### src/rtl/level_flow_sm_if.sv
// level_flow_sm_if: keypad/collision/tick inputs and screen/counter outputs of the game-flow controller.
// master drives start_key, pause_key, hit_pulse, goal_hit, one_sec_pulse and observes the outputs;
// slave (the controller) consumes those inputs and drives the screen flags, level_load, level, lives, time_left.
interface level_flow_sm_if #(
  parameter int NUM_LEVELS     = 3,
  parameter int START_LIVES    = 3,
  parameter int LEVEL_TIME_SEC = 60
);
  localparam int LVL_W  = (NUM_LEVELS > 1) ? $clog2(NUM_LEVELS) : 1;
  localparam int LIFE_W = $clog2(START_LIVES + 1);
  localparam int TIME_W = $clog2(LEVEL_TIME_SEC + 1);

  // inputs to the controller
  logic start_key;
  logic pause_key;
  logic hit_pulse;
  logic goal_hit;
  logic one_sec_pulse;

  // one-hot screen flags
  logic start_st;
  logic play_st;
  logic pause_st;
  logic level_st;
  logic winner_st;
  logic loser_st;
  logic game_over;

  // object reload and counters
  logic              level_load;
  logic [LVL_W-1:0]  level;
  logic [LIFE_W-1:0] lives;
  logic [TIME_W-1:0] time_left;

  modport master (
    output start_key, pause_key, hit_pulse, goal_hit, one_sec_pulse,
    input  start_st, play_st, pause_st, level_st, winner_st, loser_st, game_over,
    input  level_load, level, lives, time_left
  );

  modport slave (
    input  start_key, pause_key, hit_pulse, goal_hit, one_sec_pulse,
    output start_st, play_st, pause_st, level_st, winner_st, loser_st, game_over,
    output level_load, level, lives, time_left
  );
endinterface

### src/rtl/level_flow_sm.sv
// level_flow_sm: multi-level game-flow controller (start/play/pause/intermission/win/lose/over screens).
// Latency: pulses act on the edge that samples them; keys are edge-registered first and act one edge later.
// No backpressure: pulses/key edges arriving in a state that does not use them are dropped, never queued.
// Ports: clk, reset (async active-high), bus (level_flow_sm_if.slave) carrying keys, collision pulses,
// 1 Hz tick, one-hot screen flags, level_load pulse and the level/lives/time_left counters.
// The interface instance must be built with the same NUM_LEVELS/START_LIVES/LEVEL_TIME_SEC values.
module level_flow_sm #(
  parameter int NUM_LEVELS     = 3,
  parameter int START_LIVES    = 3,
  parameter int LEVEL_TIME_SEC = 60,
  parameter int END_SEC        = 2
) (
  input  logic             clk,
  input  logic             reset,
  level_flow_sm_if.slave   bus
);

  localparam int LVL_W  = (NUM_LEVELS > 1) ? $clog2(NUM_LEVELS) : 1;
  localparam int LIFE_W = $clog2(START_LIVES + 1);
  localparam int TIME_W = $clog2(LEVEL_TIME_SEC + 1);
  localparam int DW_W   = $clog2(END_SEC + 1);

  localparam logic [LVL_W-1:0]  LAST_LVL  = LVL_W'(NUM_LEVELS - 1);
  localparam logic [LIFE_W-1:0] LIFE_INIT = LIFE_W'(START_LIVES);
  localparam logic [TIME_W-1:0] TIME_INIT = TIME_W'(LEVEL_TIME_SEC);
  localparam logic [DW_W-1:0]   DW_LAST   = DW_W'(END_SEC - 1);

  typedef enum logic [2:0] {
    S_START = 3'd0,
    S_PLAY  = 3'd1,
    S_PAUSE = 3'd2,
    S_LEVEL = 3'd3,
    S_WIN   = 3'd4,
    S_LOSE  = 3'd5,
    S_OVER  = 3'd6
  } state_t;

  state_t state_q;
  state_t state_nxt;

  // key edge detection: the edge itself is registered, so a key acts one edge after it is seen
  logic start_d;
  logic pause_d;
  logic start_ev;
  logic pause_ev;

  logic [LVL_W-1:0]  level_q;
  logic [LIFE_W-1:0] lives_q;
  logic [TIME_W-1:0] time_q;
  logic [DW_W-1:0]   dwell_q;
  logic              level_load_q;

  logic in_dwell;
  logic dwell_done;
  logic play_lose;
  logic last_level;

  logic f_start, f_play, f_pause, f_level, f_win, f_lose, f_over;

  assign last_level = (level_q == LAST_LVL);
  assign in_dwell   = (state_q == S_LEVEL) || (state_q == S_WIN) || (state_q == S_LOSE);
  // exit on the tick that would bring the dwell count up to END_SEC
  assign dwell_done = in_dwell && bus.one_sec_pulse && (dwell_q == DW_LAST);
  // hit and tick both apply in the same cycle; either exhausting its counter loses the game
  assign play_lose  = (bus.hit_pulse     && (lives_q <= LIFE_W'(1))) ||
                      (bus.one_sec_pulse && (time_q  <= TIME_W'(1)));

  // key edge registers
  always_ff @(posedge clk or posedge reset) begin
    if (reset) begin
      start_d  <= 1'b0;
      pause_d  <= 1'b0;
      start_ev <= 1'b0;
      pause_ev <= 1'b0;
    end else begin
      start_d  <= bus.start_key;
      pause_d  <= bus.pause_key;
      start_ev <= bus.start_key & ~start_d;
      pause_ev <= bus.pause_key & ~pause_d;
    end
  end

  // state register
  always_ff @(posedge clk or posedge reset) begin
    if (reset) begin
      state_q <= S_START;
    end else begin
      state_q <= state_nxt;
    end
  end

  // next-state logic
  always_comb begin
    state_nxt = state_q;
    case (state_q)
      S_START: begin
        if (start_ev) state_nxt = S_PLAY;
      end
      S_PLAY: begin
        // goal outranks everything; a pause only takes effect when nothing else fires
        if (bus.goal_hit)   state_nxt = last_level ? S_WIN : S_LEVEL;
        else if (play_lose) state_nxt = S_LOSE;
        else if (pause_ev)  state_nxt = S_PAUSE;
      end
      S_PAUSE: begin
        if (pause_ev) state_nxt = S_PLAY;
      end
      S_LEVEL: begin
        if (dwell_done) state_nxt = S_PLAY;
      end
      S_WIN, S_LOSE: begin
        if (dwell_done) state_nxt = S_OVER;
      end
      S_OVER: begin
        if (start_ev) state_nxt = S_START;
      end
      default: state_nxt = S_START;
    endcase
  end

  // Moore flag decode
  always_comb begin
    f_start = 1'b0;
    f_play  = 1'b0;
    f_pause = 1'b0;
    f_level = 1'b0;
    f_win   = 1'b0;
    f_lose  = 1'b0;
    f_over  = 1'b0;
    case (state_q)
      S_START: f_start = 1'b1;
      S_PLAY:  f_play  = 1'b1;
      S_PAUSE: f_pause = 1'b1;
      S_LEVEL: f_level = 1'b1;
      S_WIN:   f_win   = 1'b1;
      S_LOSE:  f_lose  = 1'b1;
      S_OVER:  f_over  = 1'b1;
      default: f_start = 1'b1;
    endcase
  end

  // life, time and level counters
  always_ff @(posedge clk or posedge reset) begin
    if (reset) begin
      lives_q <= LIFE_INIT;
      time_q  <= TIME_INIT;
      level_q <= '0;
    end else begin
      case (state_q)
        S_START: begin
          lives_q <= LIFE_INIT;
          time_q  <= TIME_INIT;
          level_q <= '0;
        end
        S_PLAY: begin
          // a goal freezes the counters even if a hit or tick lands in the same cycle
          if (!bus.goal_hit) begin
            if (bus.hit_pulse && (lives_q != '0))
              lives_q <= lives_q - LIFE_W'(1);
            if (bus.one_sec_pulse && (time_q != '0))
              time_q <= time_q - TIME_W'(1);
          end
        end
        S_LEVEL: begin
          if (dwell_done) begin
            level_q <= level_q + LVL_W'(1);
            time_q  <= TIME_INIT;
          end
        end
        default: begin
        end
      endcase
    end
  end

  // dwell counter: zero on every state change, counts ticks only in the end/intermission screens
  always_ff @(posedge clk or posedge reset) begin
    if (reset) begin
      dwell_q <= '0;
    end else if (state_nxt != state_q) begin
      dwell_q <= '0;
    end else if (in_dwell && bus.one_sec_pulse) begin
      dwell_q <= dwell_q + DW_W'(1);
    end
  end

  // level_load lands on the first PLAY cycle after a fresh start or an intermission, never after pause
  always_ff @(posedge clk or posedge reset) begin
    if (reset) begin
      level_load_q <= 1'b0;
    end else begin
      level_load_q <= (state_nxt == S_PLAY) &&
                      ((state_q == S_START) || (state_q == S_LEVEL));
    end
  end

  assign bus.start_st   = f_start;
  assign bus.play_st    = f_play;
  assign bus.pause_st   = f_pause;
  assign bus.level_st   = f_level;
  assign bus.winner_st  = f_win;
  assign bus.loser_st   = f_lose;
  assign bus.game_over  = f_over;
  assign bus.level_load = level_load_q;
  assign bus.level      = level_q;
  assign bus.lives      = lives_q;
  assign bus.time_left  = time_q;

endmodule

### src/flat_wrapper.sv
// flat-port wrapper written by rule: the top's interface ports become plain ports
module level_flow_sm_flat 
#(
  parameter int NUM_LEVELS     = 3,
  parameter int START_LIVES    = 3,
  parameter int LEVEL_TIME_SEC = 60,
  parameter int END_SEC        = 2
)
  (clk, reset, bus_start_key, bus_pause_key, bus_hit_pulse, bus_goal_hit, bus_one_sec_pulse, bus_start_st, bus_play_st, bus_pause_st, bus_level_st, bus_winner_st, bus_loser_st, bus_game_over, bus_level_load, bus_level, bus_lives, bus_time_left);
  level_flow_sm_if #(.NUM_LEVELS(NUM_LEVELS), .START_LIVES(START_LIVES), .LEVEL_TIME_SEC(LEVEL_TIME_SEC)) bus_i ();
  input  logic clk;
  input  logic reset;
  input wire logic [$bits(bus_i.start_key)-1:0] bus_start_key;
  input wire logic [$bits(bus_i.pause_key)-1:0] bus_pause_key;
  input wire logic [$bits(bus_i.hit_pulse)-1:0] bus_hit_pulse;
  input wire logic [$bits(bus_i.goal_hit)-1:0] bus_goal_hit;
  input wire logic [$bits(bus_i.one_sec_pulse)-1:0] bus_one_sec_pulse;
  output wire logic [$bits(bus_i.start_st)-1:0] bus_start_st;
  output wire logic [$bits(bus_i.play_st)-1:0] bus_play_st;
  output wire logic [$bits(bus_i.pause_st)-1:0] bus_pause_st;
  output wire logic [$bits(bus_i.level_st)-1:0] bus_level_st;
  output wire logic [$bits(bus_i.winner_st)-1:0] bus_winner_st;
  output wire logic [$bits(bus_i.loser_st)-1:0] bus_loser_st;
  output wire logic [$bits(bus_i.game_over)-1:0] bus_game_over;
  output wire logic [$bits(bus_i.level_load)-1:0] bus_level_load;
  output wire logic [$bits(bus_i.level)-1:0] bus_level;
  output wire logic [$bits(bus_i.lives)-1:0] bus_lives;
  output wire logic [$bits(bus_i.time_left)-1:0] bus_time_left;
  assign bus_i.start_key = bus_start_key;
  assign bus_i.pause_key = bus_pause_key;
  assign bus_i.hit_pulse = bus_hit_pulse;
  assign bus_i.goal_hit = bus_goal_hit;
  assign bus_i.one_sec_pulse = bus_one_sec_pulse;
  assign bus_start_st = bus_i.start_st;
  assign bus_play_st = bus_i.play_st;
  assign bus_pause_st = bus_i.pause_st;
  assign bus_level_st = bus_i.level_st;
  assign bus_winner_st = bus_i.winner_st;
  assign bus_loser_st = bus_i.loser_st;
  assign bus_game_over = bus_i.game_over;
  assign bus_level_load = bus_i.level_load;
  assign bus_level = bus_i.level;
  assign bus_lives = bus_i.lives;
  assign bus_time_left = bus_i.time_left;
  level_flow_sm #(.NUM_LEVELS(NUM_LEVELS), .START_LIVES(START_LIVES), .LEVEL_TIME_SEC(LEVEL_TIME_SEC), .END_SEC(END_SEC)) u_core (.clk(clk), .reset(reset), .bus(bus_i));
endmodule
### config.mk
export PLATFORM = sky130hd
export DESIGN_NAME = level_flow_sm_flat
export DESIGN_NICKNAME = d
export VERILOG_FILES = /design/src/rtl/level_flow_sm_if.sv /design/src/rtl/level_flow_sm.sv /design/src/flat_wrapper.sv
export SDC_FILE = /design/constraint.sdc
export NUM_CORES = 1
export LEC_CHECK = 0
export ABC_AREA = 1
export BUFFER_PORTS_ARGS = -buffer_cell sky130_fd_sc_hd__buf_2
export CAP_MARGIN = 20
export CORE_MARGIN = 3
export CORE_UTILIZATION = 50
export CTS_BUF_LIST = sky130_fd_sc_hd__clkbuf_8
export DETAILED_ROUTE_END_ITERATION = 10
export PLACE_DENSITY = 0.79
export SYNTH_ARGS = -nofsm -noshare
export SYNTH_HDL_FRONTEND = slang
export SYNTH_SLANG_ARGS = --single-unit
### constraint.sdc
create_clock -name clk -period 1.8 [get_ports clk]
set_input_delay 0.09 -clock clk [delete_from_list [all_inputs] [get_ports clk]]
set_output_delay 0.09 -clock clk [all_outputs]
set_load 0.05 [all_outputs]
# Yosys cells after proc, flatten, opt, wreduce, memory -nomap -nowiden
# Cells that the tools add are included.
classes:
  n_bitwise: 4
  div_mod_pow: 0
  reduce_logical: 23
  n_mux: 28
  multipliers: 0
  magnitude_cmp: 2
  shifts: 0
  add_sub_neg: 4
  eq_ne: 14
ops:
  columns: ["operator", "count"]
  rows:
  - ["3-bit 2-to-1 mux", 9]
  - ["6-bit 2-to-1 mux", 3]
  - ["3-bit case mux with 6 select lines", 1]
  - ["6-bit case mux with 3 select lines", 1]
  - ["2-bit 2-to-1 mux", 5]
  - ["3-bit == test (second input constant)", 3]
  - ["2-bit case mux with 2 select lines", 2]
  - ["2-bit nonzero test", 4]
  - ["1-bit logical AND", 7]
  - ["1-bit 2-to-1 mux", 7]
  - ["3-bit by 1-bit == test with 1-bit output (second input constant)", 2]
  - ["3-bit by 2-bit == test with 1-bit output (second input constant)", 2]
  - ["6-bit by 1-bit less-or-equal comparator with 1-bit output (second input constant)", 1]
  - ["2-bit by 1-bit inequality test with 1-bit output (second input constant)", 3]
  - ["6-bit nonzero test", 1]
  - ["6-bit OR reduction", 1]
  - ["6-bit by 1-bit subtractor with 6-bit output (second input constant)", 1]
  - ["2-bit by 1-bit adder with 2-bit output (second input constant)", 2]
  - ["1-bit logical OR", 4]
  - ["4-bit AND reduction", 1]
  - ["3-bit zero test", 1]
  - ["3-bit inequality test", 1]
  - ["3-bit AND reduction", 1]
  - ["3-bit nonzero test", 1]
  - ["9 further kinds", 11]
totals:
  romBits: 0
  latchBits: 0
  register_bits: 20
  mem_count: 0
  ramBits: 0

# Depth between registers and ports, before layout
# Gate-level depths: netlist of the first run.
logic_depth:
  word_depth: 9
  mapped_depth: 12
  ltp_nobuf: 12

# Least setup slack after synthesis of the first run
# OpenSTA, ideal clock, no wires.
synth_path:
  path_kind: "reg2reg"
  startpoint: "register u_core.time_q[0], in the netlist u_core.bus.time_left[0]"
  endpoint: "register u_core.dwell_q[0]"
  path_slack_ns: -0.074
  stages_incl_launch_ff: 13
  t_required_ns: 1.685
  synth_period_minus_slack_ns: 1.874
  arrival_time_ns: 1.759
  path_cell_list: "dfrtp_1 inv_1 ha_1 nor2_1 nor2_1 nand2_1 nand3_1 nand2_1 nand2_1 nand3_1 nor2_1 nand2_1 nor2_1"
synth_between:
  elab_chain_len: 8
synth_rtl:
  columns: ["element", "line", "source"]
  rows:
  - ["start: declaration", "level_flow_sm.sv:49", "logic [TIME_W-1:0] time_q;"]
  - ["start signal: assignment", "level_flow_sm.sv:161", "time_q <= time_q - TIME_W'(1);"]
  - ["6-bit by 1-bit less-or-equal comparator with 1-bit output *", "level_flow_sm.sv:66", "(bus.one_sec_pulse && (time_q <= TIME_W'(1)));"]
  - ["1-bit logical AND *", "level_flow_sm.sv:66", null]
  - ["1-bit logical OR *", "level_flow_sm.sv:65", "assign play_lose = (bus.hit_pulse && (lives_q <= LIFE_W'(1))) ||"]
  - ["3-bit 2-to-1 mux *", "level_flow_sm.sv:102", "else if (play_lose) state_nxt = S_LOSE;"]
  - ["3-bit 2-to-1 mux *", "level_flow_sm.sv:101", "if (bus.goal_hit) state_nxt = last_level ? S_WIN : S_LEVEL;"]
  - ["3-bit case mux with 6 select lines *", "level_flow_sm.sv:95", "case (state_q)"]
  - ["3-bit inequality test *", "level_flow_sm.sv:180", "end else if (state_nxt != state_q) begin"]
  - ["2-bit 2-to-1 mux or 2-bit nonzero test (tied branches)", null, null]
  - ["end signal: assignment", "level_flow_sm.sv:183", "dwell_q <= dwell_q + DW_W'(1);"]
  - ["end: declaration", "level_flow_sm.sv:50", "logic [DW_W-1:0] dwell_q;"]
# Mark *: on every way between the ends. The rest lies on a longest branch, timed or not.
# A chain may end at the register's enable or synchronous reset.

# Worst setup path in the final report of the first run
layout_path:
  startpoint: "register u_core.state_q[1]"
  endpoint: "output bus_play_st"
layout_between:
  elab_chain_len: 2
layout_rtl:
  columns: ["element", "line", "source"]
  rows:
  - ["start: declaration", "level_flow_sm.sv:38", "state_t state_q;"]
  - ["start signal: assignment", "level_flow_sm.sv:88", "state_q <= state_nxt;"]
  - ["3-bit by 1-bit == test with 1-bit output", "level_flow_sm.sv:130", "case (state_q)"]
  - ["1-bit 2-to-1 mux", "level_flow_sm.sv:130", null]
  - ["end: declaration", "flat_wrapper.sv:19", "output wire logic [$bits(bus_i.play_st)-1:0] bus_play_st;"]
# No other way between the ends.

==> results.sh, run 1 <==
export IMPL_dp_hpwl_mm=2.26
export IMPL_status="completed"
export IMPL_layout_area_overhead_vs_synth_pct=20.2
export IMPL_critical_path_required_ns=1.71
export IMPL_global_route_usage_total=0.197
export IMPL_synth_largest_area_cell="sky130_fd_sc_hd__dfrtp_1"
export IMPL_power_density_nw_per_um2=2070
export IMPL_worstMarginPinSlew_ns=0.645
export IMPL_fmax_mhz=593
export IMPL_die_w_um=57.0
export IMPL_synth_sequential_area_ratio=0.391
export IMPL_criticalPathCategory="flip-flop to output port"
export IMPL_maximum_number_of_pins_on_one_net_before_global_route_repair=18
export IMPL_antenna_found_initial=0
export IMPL_final_net_count=215
export IMPL_cts_htree_levels=1
export IMPL_synth_yosys_warnings=0
export IMPL_worst_setup_start_kind="flip-flop"
export IMPL_wl_per_cell_um=13.1
export IMPL_full_die_area_um2=3250
export IMPL_place_congestion=0.875
export IMPL_floorplan_initialDensity=0.555
export IMPL_setup_ws_ns=0.114
export IMPL_detailedRoute_firstIterationViolations=63
export IMPL_floorplan_die_height_um=57.0
export IMPL_finalHoldViolations=0
export IMPL_cts_sinks=20
export IMPL_synth_seq_cells=20
export IMPL_vdd_ir_drop_worst_mv=1.27
export IMPL_synthCells=169
export IMPL_wirelength_mm=2.99
export IMPL_end_kind="output port"
export IMPL_highest_count_cells_in_the_layout_ignoring_fill_and_taps="sky130_fd_sc_hd__nand2_1, sky130_fd_sc_hd__inv_1, sky130_fd_sc_hd__buf_2"
export IMPL_dpl_cell_area_um2=1460
export IMPL_total_core_area_um2=2340
export IMPL_design_area_um2=1560
export IMPL_row_count=17
export IMPL_finalSetupViolations=0
export IMPL_hp_class="input port to flip-flop"
export IMPL_netlist_cell_type_count=27
export IMPL_clk_transition_reported_paths_ns=0.08
export IMPL_layout_cells_most_common="sky130_fd_sc_hd__nand2_1"
export IMPL_period_needed_ns=1.69
export IMPL_ant_nets=0
export IMPL_wire_length_of_the_first_global_routing_pass_mm=5.02
export IMPL_cts_tree="yes"
export IMPL_drt_pass1_iter_count=5
export IMPL_floorplan_io_pins=25
export IMPL_route_detailed_drc=0
export IMPL_synth_largest_type_area_fraction=0.270
export IMPL_insertion_delay_ns=0.26
export IMPL_synth_nets=183
export IMPL_globalRouteOverflowTotal=0
export IMPL_slew_violations=0
export IMPL_maxCapViolCount=0
export IMPL_crit_fanout=9
export IMPL_cts_inserted_buffers=3
export IMPL_sequential_cell_area_in_the_final_layout_um2=509
export IMPL_dr_total_vias=1199
export IMPL_post_place_ws_ns=0.0821
export IMPL_rsz0062_at_grt="no"
export IMPL_synthesized_area_divided_by_synthesized_cell_count_um2=7.68
export IMPL_arrival_ns=1.60
export IMPL_setup_tns_ns=0
export IMPL_placed_cells=221
export IMPL_io_buffer_count=24
export IMPL_finalNonFillerCells=228
export IMPL_power_static_leakage_nw=0.811
export IMPL_netlist_area_um2=1300
export IMPL_num_antenna_cells=0
export IMPL_avgViaCountPerCell=5.26
export IMPL_cts_root_buffer_cell="sky130_fd_sc_hd__clkbuf_8"
export IMPL_fillCellCount=197
export IMPL_via_count_of_the_first_global_routing_pass=1114
export IMPL_drive_above_1_share=0.280
export IMPL_cts_buffer_depth=2
export IMPL_timing_final_crit_share=0.937
export IMPL_final_setup_skew_ns=0.00386
export IMPL_synth_top_cells_by_area="sky130_fd_sc_hd__dfrtp_1, sky130_fd_sc_hd__dfstp_2, sky130_fd_sc_hd__nand2_1"
export IMPL_multi_input_comb_area_um2=662
export IMPL_worst_slew_margin_relative_to_its_limit=0.569
Yosys cell counts:
library cell,n
sky130_fd_sc_hd__nand3_1,14
sky130_fd_sc_hd__o21ai_2,4
sky130_fd_sc_hd__inv_6,1
sky130_fd_sc_hd__nand2_2,2
sky130_fd_sc_hd__xor2_1,1
sky130_fd_sc_hd__inv_2,2
sky130_fd_sc_hd__nor3_4,1
sky130_fd_sc_hd__inv_8,1
sky130_fd_sc_hd__xnor2_1,1
sky130_fd_sc_hd__a21oi_1,5
sky130_fd_sc_hd__o21ai_1,6
sky130_fd_sc_hd__dfstp_2,6
sky130_fd_sc_hd__o21bai_1,1
sky130_fd_sc_hd__a31oi_1,1
sky130_fd_sc_hd__o2111ai_1,1
sky130_fd_sc_hd__inv_1,28
sky130_fd_sc_hd__nand2_1,34
sky130_fd_sc_hd__nand3b_1,1
sky130_fd_sc_hd__dfrtp_1,14
sky130_fd_sc_hd__nor2_1,20
sky130_fd_sc_hd__o211ai_1,1
sky130_fd_sc_hd__nand4_1,2
sky130_fd_sc_hd__nor2_4,4
sky130_fd_sc_hd__o21ai_0,8
sky130_fd_sc_hd__nand2_4,1
sky130_fd_sc_hd__ha_1,7
sky130_fd_sc_hd__buf_4,2
state kept, by name (all words and copies together), names as in the netlist:
register and count:
u_core.bus.lives 2, u_core.dwell_q 2, u_core.start_d 1, u_core.pause_d 1, u_core.bus.level 2, u_core.bus.time_left 6, u_core.start_ev 1, u_core.bus.level_load 1
u_core.state_q 3, u_core.pause_ev 1
report_power, final:
part,switching [W],total (W),internal [W]
clock network,0.000159,0.000354,0.000195
registers,0.000193,0.000851,0.000658
logic,0.00145,0.00202,0.000572
metal layers:
layer	vias up	global-route usage	wire, um
met5	-	0	0
met4	0	0.0795	59
met3	10	0.0271	192
met2	51	0.316	1450
met1	539	0.269	1280
li1	599	-	-
stage by stage:
stage                     utilization  power, W  hold WS (ns)
after floorplan                     -   0.00242        0.0493
after global placement          0.623   0.00273         0.189
after detailed placement        0.623   0.00281         0.213
after CTS                       0.659   0.00318         0.180
after global routing            0.667   0.00348         0.223
final                           0.667   0.00323         0.183
cell families after synthesis:
group,after synthesis,synth area share
buffers and inverters,34,0.114
adder cells (fa/ha/maj),7,0.0674
XOR/XNOR,2,0.0135
AO/OA/AOI/OAI,27,0.123
flip-flops,20,0.391
AND/OR/NAND/NOR,79,0.291
cell type report:
class,count,area share
Sequential cell,20,0.326
Inverter,32,0.0849
Timing Repair Buffer,29,0.107
Tap cell,28,0.0224
Multi-Input combinational cell,115,0.424
Clock buffer,4,0.0353
worst paths after layout:
check,slack [ns],start,end,depth (start not counted)
max,0.11,u_core.state_q[1]$_DFF_PP0_,bus_play_st,4
min,0.18,bus_goal_hit,u_core.state_q[0]$_DFF_PP0_,4
max reg2reg,0.19,u_core.bus.time_left[0]$_DFFE_PP0P_,u_core.bus.time_left[1]$_DFFE_PP0P_,10
min reg2reg,0.39,u_core.pause_d$_DFF_PP0_,u_core.pause_ev$_DFF_PP0_,1
max in group asynchronous,0.74,reset,u_core.bus.time_left[5]$_DFFE_PP1P_,4
min in group asynchronous,0.45,reset,u_core.bus.time_left[0]$_DFFE_PP0P_,3
timing repair:
item                                    4_1_cts  5_1_grt
resized for setup                             0        5
endpoints found under the setup margin        0        3
setup buffers                                 0        0
hold buffers                                  3        0
hold endpoints to repair                     16        0
critical path, cell delays in order, from the launching register on:
cell and delay [ns]:
sky130_fd_sc_hd__dfrtp_1 0.52, sky130_fd_sc_hd__nor2_1 0.21, sky130_fd_sc_hd__inv_1 0.10, sky130_fd_sc_hd__nor2_4 0.21
sky130_fd_sc_hd__clkbuf_4 0.29
(Power assumes the default switching activity.)
==> inputs of run 2 (changes only) <==
==> constraint.sdc (replaced) <==
create_clock -name clk -period 1.8 [get_ports clk]
set_input_delay 0.27 -clock clk [delete_from_list [all_inputs] [get_ports clk]]
set_output_delay 0.27 -clock clk [all_outputs]
set_load 0.05 [all_outputs]
==> run 2 against run 1 <==
Count of clock-buffer cells in the layout is the same. Clock skew shrank 0.0029 ns. Core utilization shrank 1.8 points. Critical path depth is the same. Sequential share of layout area grew 1.0 points. Final area shrank 2.7%. Combinational power is essentially flat. Power shrank 1.5%. Sequential power shrank 0.5%. Register-to-register slack lost 0.02 ns. Clock power shrank 3%. Largest power group unchanged.
==> results.sh, run 2 (synthesis gave the netlist of run 1 again) <==
export IMPL_worstMarginPinSlew_ns=0.411
export IMPL_timing_critical_path_max_delay_family="flip-flops"
export IMPL_postCtsResizedCells=1
export IMPL_total_core_area_um2=2340
export IMPL_slew_violations=0
export IMPL_cts_inserted_buffers=3
export IMPL_io_buffer_count=24
export IMPL_clk_transition_reported_paths_ns=0.08
export IMPL_antenna_found_initial=0
export IMPL_postCtsSetupBuffers=0
export IMPL_dr_total_vias=1194
export IMPL_final_net_count=212
export IMPL_largest_register_ff_count=6
export IMPL_period_needed_ns=1.74
export IMPL_worst_setup_start_kind="flip-flop"
export IMPL_route_detailed_drc=0
export IMPL_wl_per_cell_um=12.7
export IMPL_fillCellCount=203
export IMPL_critical_path_required_ns=1.53
export IMPL_cts_sinks=20
export IMPL_status="completed"
export IMPL_power_density_nw_per_um2=2090
export IMPL_worst_slew_margin_relative_to_its_limit=0.726
export IMPL_highest_count_cells_in_the_layout_ignoring_fill_and_taps="sky130_fd_sc_hd__nand2_1, sky130_fd_sc_hd__inv_1, sky130_fd_sc_hd__buf_2"
export IMPL_place_congestion=0.895
export IMPL_wire_length_of_the_first_global_routing_pass_mm=4.99
export IMPL_drive_above_1_share=0.284
export IMPL_timing_final_crit_share=0.966
export IMPL_insertion_delay_ns=0.25
export IMPL_num_antenna_cells=0
export IMPL_detailedRoute_firstIterationViolations=55
export IMPL_layout_cells_most_common="sky130_fd_sc_hd__nand2_1"
export IMPL_cts_buffer_depth=2
export IMPL_wirelength_mm=2.85
export IMPL_arrival_ns=1.47
export IMPL_die_w_um=57.0
export IMPL_cts_htree_levels=1
export IMPL_cts_tree="yes"
export IMPL_final_setup_skew_ns=0.000932
export IMPL_floorplan_io_pins=25
export IMPL_dpl_cell_area_um2=1460
export IMPL_layout_area_overhead_vs_synth_pct=17.0
export IMPL_finalHoldViolations=0
export IMPL_global_route_usage_total=0.189
export IMPL_placed_cells=221
export IMPL_ant_nets=0
export IMPL_hp_class="input port to asynchronous set/reset pin"
export IMPL_avgViaCountPerCell=5.31
export IMPL_maximum_number_of_pins_on_one_net_before_global_route_repair=21
export IMPL_full_die_area_um2=3250
export IMPL_crit_fanout=9
export IMPL_cts_hold_buf=0
export IMPL_worst_path_largest_cell_delay_ns=0.49
export IMPL_maxCapViolCount=0
export IMPL_criticalPathCategory="flip-flop to output port"
export IMPL_globalRouteOverflowTotal=0
export IMPL_vdd_ir_drop_worst_mv=1.69
export IMPL_end_kind="output port"
export IMPL_dp_hpwl_mm=2.14
export IMPL_finalSetupViolations=0
export IMPL_finalNonFillerCells=225
export IMPL_power_static_leakage_nw=0.795
export IMPL_worstPathCellList="nor2_1, inv_1, nor2_4, buf_4"
export IMPL_via_count_of_the_first_global_routing_pass=1141
export IMPL_drt_pass1_iter_count=5
export IMPL_timing_critical_path_buf_inv=2
export IMPL_floorplan_initialDensity=0.555
export IMPL_cpMaxStageDelayCell="sky130_fd_sc_hd__dfrtp_2"
export IMPL_cts_root_buffer_cell="sky130_fd_sc_hd__clkbuf_8"
export IMPL_row_count=17
export IMPL_design_area_um2=1520
export IMPL_fmax_mhz=575
export IMPL_floorplan_die_height_um=57.0
export IMPL_rsz0062_at_grt="yes"
-- run 2: path summary, 6_finish.rpt --
check	startpoint	endpoint	slack, ns	depth (start not counted)
setup / recovery	u_core.state_q[1]$_DFF_PP0_	bus_play_st	0.06	4
hold / removal	reset	u_core.pause_d$_DFF_PP0_	0.02	3
setup reg to reg	u_core.bus.time_left[1]$_DFFE_PP0P_	u_core.dwell_q[0]$_DFFE_PP0P_	0.17	12
hold reg to reg	u_core.start_d$_DFF_PP0_	u_core.start_ev$_DFF_PP0_	0.40	1
max in group asynchronous	reset	u_core.bus.time_left[3]$_DFFE_PP1P_	1.51	3
min in group clk	bus_pause_key	u_core.pause_d$_DFF_PP0_	0.14	1
-- run 2: tightest hold or removal path, delay by kind of cell --
family | cells | cell delay, ns
buffers and inverters | 3 | 0.38
-- run 2: cell type report --
class                           count  area, um2  area share
Tap cell                           28       35.0      0.0231
Clock buffer                        4       55.1      0.0362
Inverter                           32        133      0.0873
Timing Repair Buffer               26        138      0.0906
Multi-Input combinational cell    115        648       0.427
Sequential cell                    20        510       0.336
-- run 2: stage by stage --
| stage | hold slack (ns) | TNS [ns] | util | power [W] | setup slack, ns |
|---|---|---|---|---|---|
| floorplan | 0.229 | 0 | - | 0.00242 | 0.0211 |
| global route | 0.0328 | -0.0254 | 0.649 | 0.00343 | -0.0254 |
| CTS | 0.0315 | 0 | 0.648 | 0.00317 | 0.0245 |
| detailed placement | 0.306 | 0 | 0.623 | 0.00280 | 0.127 |
| global placement | 0.298 | 0 | 0.623 | 0.00274 | 0.188 |
| finish | 0.0192 | 0 | 0.649 | 0.00318 | 0.0618 |
-- run 2: layer usage --
metal / routed length, um / vias up / GRT usage / part of all wire
li1: - / 591 / - / -
met1: 1210 / 553 / 0.248 / 0.42
met2: 1400 / 43 / 0.321 / 0.49
met3: 196 / 7 / 0.0294 / 0.069
met4: 42 / 0 / 0.0596 / 0.015
met5: 0 / - / 0 / 0
-- run 2: power breakdown --
group	leakage (nW)	internal (W)	switching, W
registers	0.243	0.000661	0.000186
logic	0.523	0.000553	0.00144
clock network	0.0288	0.000194	0.000148
==> inputs of run 3 (changes only) <==
==> constraint.sdc (replaced) <==
create_clock -name clk -period 2 [get_ports clk]
set_input_delay 0.3 -clock clk [delete_from_list [all_inputs] [get_ports clk]]
set_output_delay 0.3 -clock clk [all_outputs]
set_load 0.05 [all_outputs]
==> run 3 against run 2 <==
Cell count fell by 0.89%. Register-to-register slack improved by 0.08 ns. Flip-flop and latch count did not move. Combinational power fell by 14%. Non-clock buffer count fell by 2. Die area did not move. Largest power group unchanged.
==> results.sh, run 3 (synthesis gave the netlist of run 1 again) <==
export IMPL_postCtsSetupBuffers=0
export IMPL_highest_count_cells_in_the_layout_ignoring_fill_and_taps="sky130_fd_sc_hd__nand2_1, sky130_fd_sc_hd__inv_1, sky130_fd_sc_hd__buf_2"
export IMPL_row_count=17
export IMPL_floorplan_initialDensity=0.555
export IMPL_period_needed_ns=1.88
export IMPL_finalHoldViolations=0
export IMPL_die_w_um=57.0
export IMPL_seqPwrFrac=0.275
export IMPL_power_density_nw_per_um2=1840
export IMPL_layout_cells_most_common="sky130_fd_sc_hd__nand2_1"
export IMPL_total_core_area_um2=2340
export IMPL_cts_hold_buf=0
export IMPL_fraction_of_power_spent_switching_nets=0.562
export IMPL_global_route_usage_total=0.181
export IMPL_dr_total_vias=1143
export IMPL_status="completed"
export IMPL_cts_sinks=20
export IMPL_end_kind="output port"
export IMPL_clk_transition_reported_paths_ns=0.07
export IMPL_criticalPathCategory="flip-flop to output port"
export IMPL_cts_buffer_depth=2
export IMPL_dp_hpwl_mm=2.09
export IMPL_ant_nets=0
export IMPL_vdd_ir_drop_worst_mv=1.16
export IMPL_timing_critical_path_max_delay_family="flip-flops"
export IMPL_fmax_mhz=532
export IMPL_worst_path_largest_cell_delay_ns=0.51
export IMPL_cts_inserted_buffers=3
export IMPL_insertion_delay_ns=0.26
export IMPL_worstPathCellList="nor2_1, inv_1, nor2_4, buf_2"
export IMPL_power_combinational_fraction=0.629
export IMPL_avgViaCountPerCell=5.13
export IMPL_worstMarginPinSlew_ns=0.725
export IMPL_final_net_count=210
export IMPL_io_buffer_count=24
export IMPL_power_static_leakage_nw=0.788
export IMPL_num_antenna_cells=0
export IMPL_globalRouteOverflowTotal=0
export IMPL_switching_power_w=0.00154
export IMPL_drt_pass1_iter_count=4
export IMPL_full_die_area_um2=3250
export IMPL_largest_register_ff_count=6
export IMPL_route_detailed_drc=0
export IMPL_floorplan_die_height_um=57.0
export IMPL_postCtsResizedCells=0
export IMPL_timing_final_crit_share=0.940
export IMPL_wl_per_cell_um=11.5
export IMPL_antenna_found_initial=0
export IMPL_drive_above_1_share=0.251
export IMPL_cts_tree="yes"
export IMPL_worst_setup_start_kind="flip-flop"
export IMPL_design_power_total_w=0.00274
export IMPL_place_congestion=0.880
export IMPL_fillCellCount=213
export IMPL_intPower_w=0.00120
export IMPL_maxCapViolCount=0
export IMPL_timing_reg2reg_setup_slack_ns=0.25
export IMPL_finalSetupViolations=0
export IMPL_floorplan_io_pins=25
export IMPL_rsz0062_at_grt="no"
export IMPL_crit_fanout=9
export IMPL_arrival_ns=1.58
export IMPL_layout_area_overhead_vs_synth_pct=14.3
export IMPL_critical_path_required_ns=1.70
export IMPL_hp_class="input port to asynchronous set/reset pin"
export IMPL_cts_htree_levels=1
export IMPL_setup_tns_ns=0
export IMPL_wire_length_of_the_first_global_routing_pass_mm=4.66
export IMPL_maximum_number_of_pins_on_one_net_before_global_route_repair=21
export IMPL_timing_critical_path_buf_inv=2
export IMPL_cts_root_buffer_cell="sky130_fd_sc_hd__clkbuf_8"
export IMPL_share_clk_of_total_power=0.096
export IMPL_wirelength_mm=2.56
export IMPL_detailedRoute_firstIterationViolations=49
export IMPL_final_setup_skew_ns=0.00417
export IMPL_worst_slew_margin_relative_to_its_limit=0.516
export IMPL_slew_violations=0
export IMPL_cpMaxStageDelayCell="sky130_fd_sc_hd__dfrtp_1"
export IMPL_via_count_of_the_first_global_routing_pass=1072
==> run 3: routing by layer <==
metal,vias to the layer above,part of all wire,track usage
li1,589,-,-
met1,521,0.47,0.232
met2,28,0.46,0.295
met3,5,0.047,0.0317
met4,0,0.023,0.0894
met5,-,0,0
==> run 3: power groups by stage <==
stage / Sequential (W) / Combinational (W) / Clock, W
global placement: 0.000754 / 0.00169 / 0
finish: 0.000752 / 0.00172 / 0.000262
floorplan: 0.00102 / 0.00115 / 0
global route: 0.000778 / 0.00190 / 0.000294
detailed placement: 0.000760 / 0.00173 / 0
CTS: 0.000753 / 0.00173 / 0.000275
==> run 3: path summary, 6_finish.rpt <==
kind	end	start	depth (start not counted)
max	bus_play_st	u_core.state_q[1]$_DFF_PP0_	4
min	u_core.pause_d$_DFF_PP0_	reset	2
max reg2reg	u_core.dwell_q[0]$_DFFE_PP0P_	u_core.bus.lives[1]$_DFFE_PP1P_	9
min reg2reg	u_core.start_ev$_DFF_PP0_	u_core.start_d$_DFF_PP0_	1
max in group asynchronous	u_core.dwell_q[1]$_DFFE_PP0P_	reset	2
min in group clk	u_core.pause_d$_DFF_PP0_	bus_pause_key	1
==> run 3: metrics by stage <==
step,util,hold slack [ns],setup WS [ns],cells,area [um2]
after floorplan,-,0.259,0.0785,169,1300
after global placement,0.615,0.384,0.334,219,1440
after detailed placement,0.615,0.391,0.278,219,1440
after CTS,0.634,0.147,0.111,223,1480
after global routing,0.634,0.153,0.0410,223,1480
final,0.634,0.155,0.120,223,1480
==> run 3: area by class of cell <==
class                   count  area (um2)  area share
multi-input cells         115         643       0.433
well taps                  28        35.0      0.0236
inverters                  32         133      0.0894
flip-flops and latches     20         508       0.342
clock inverters             1        3.75     0.00253
repair buffers             24         120      0.0809
clock buffers               3        41.3      0.0278
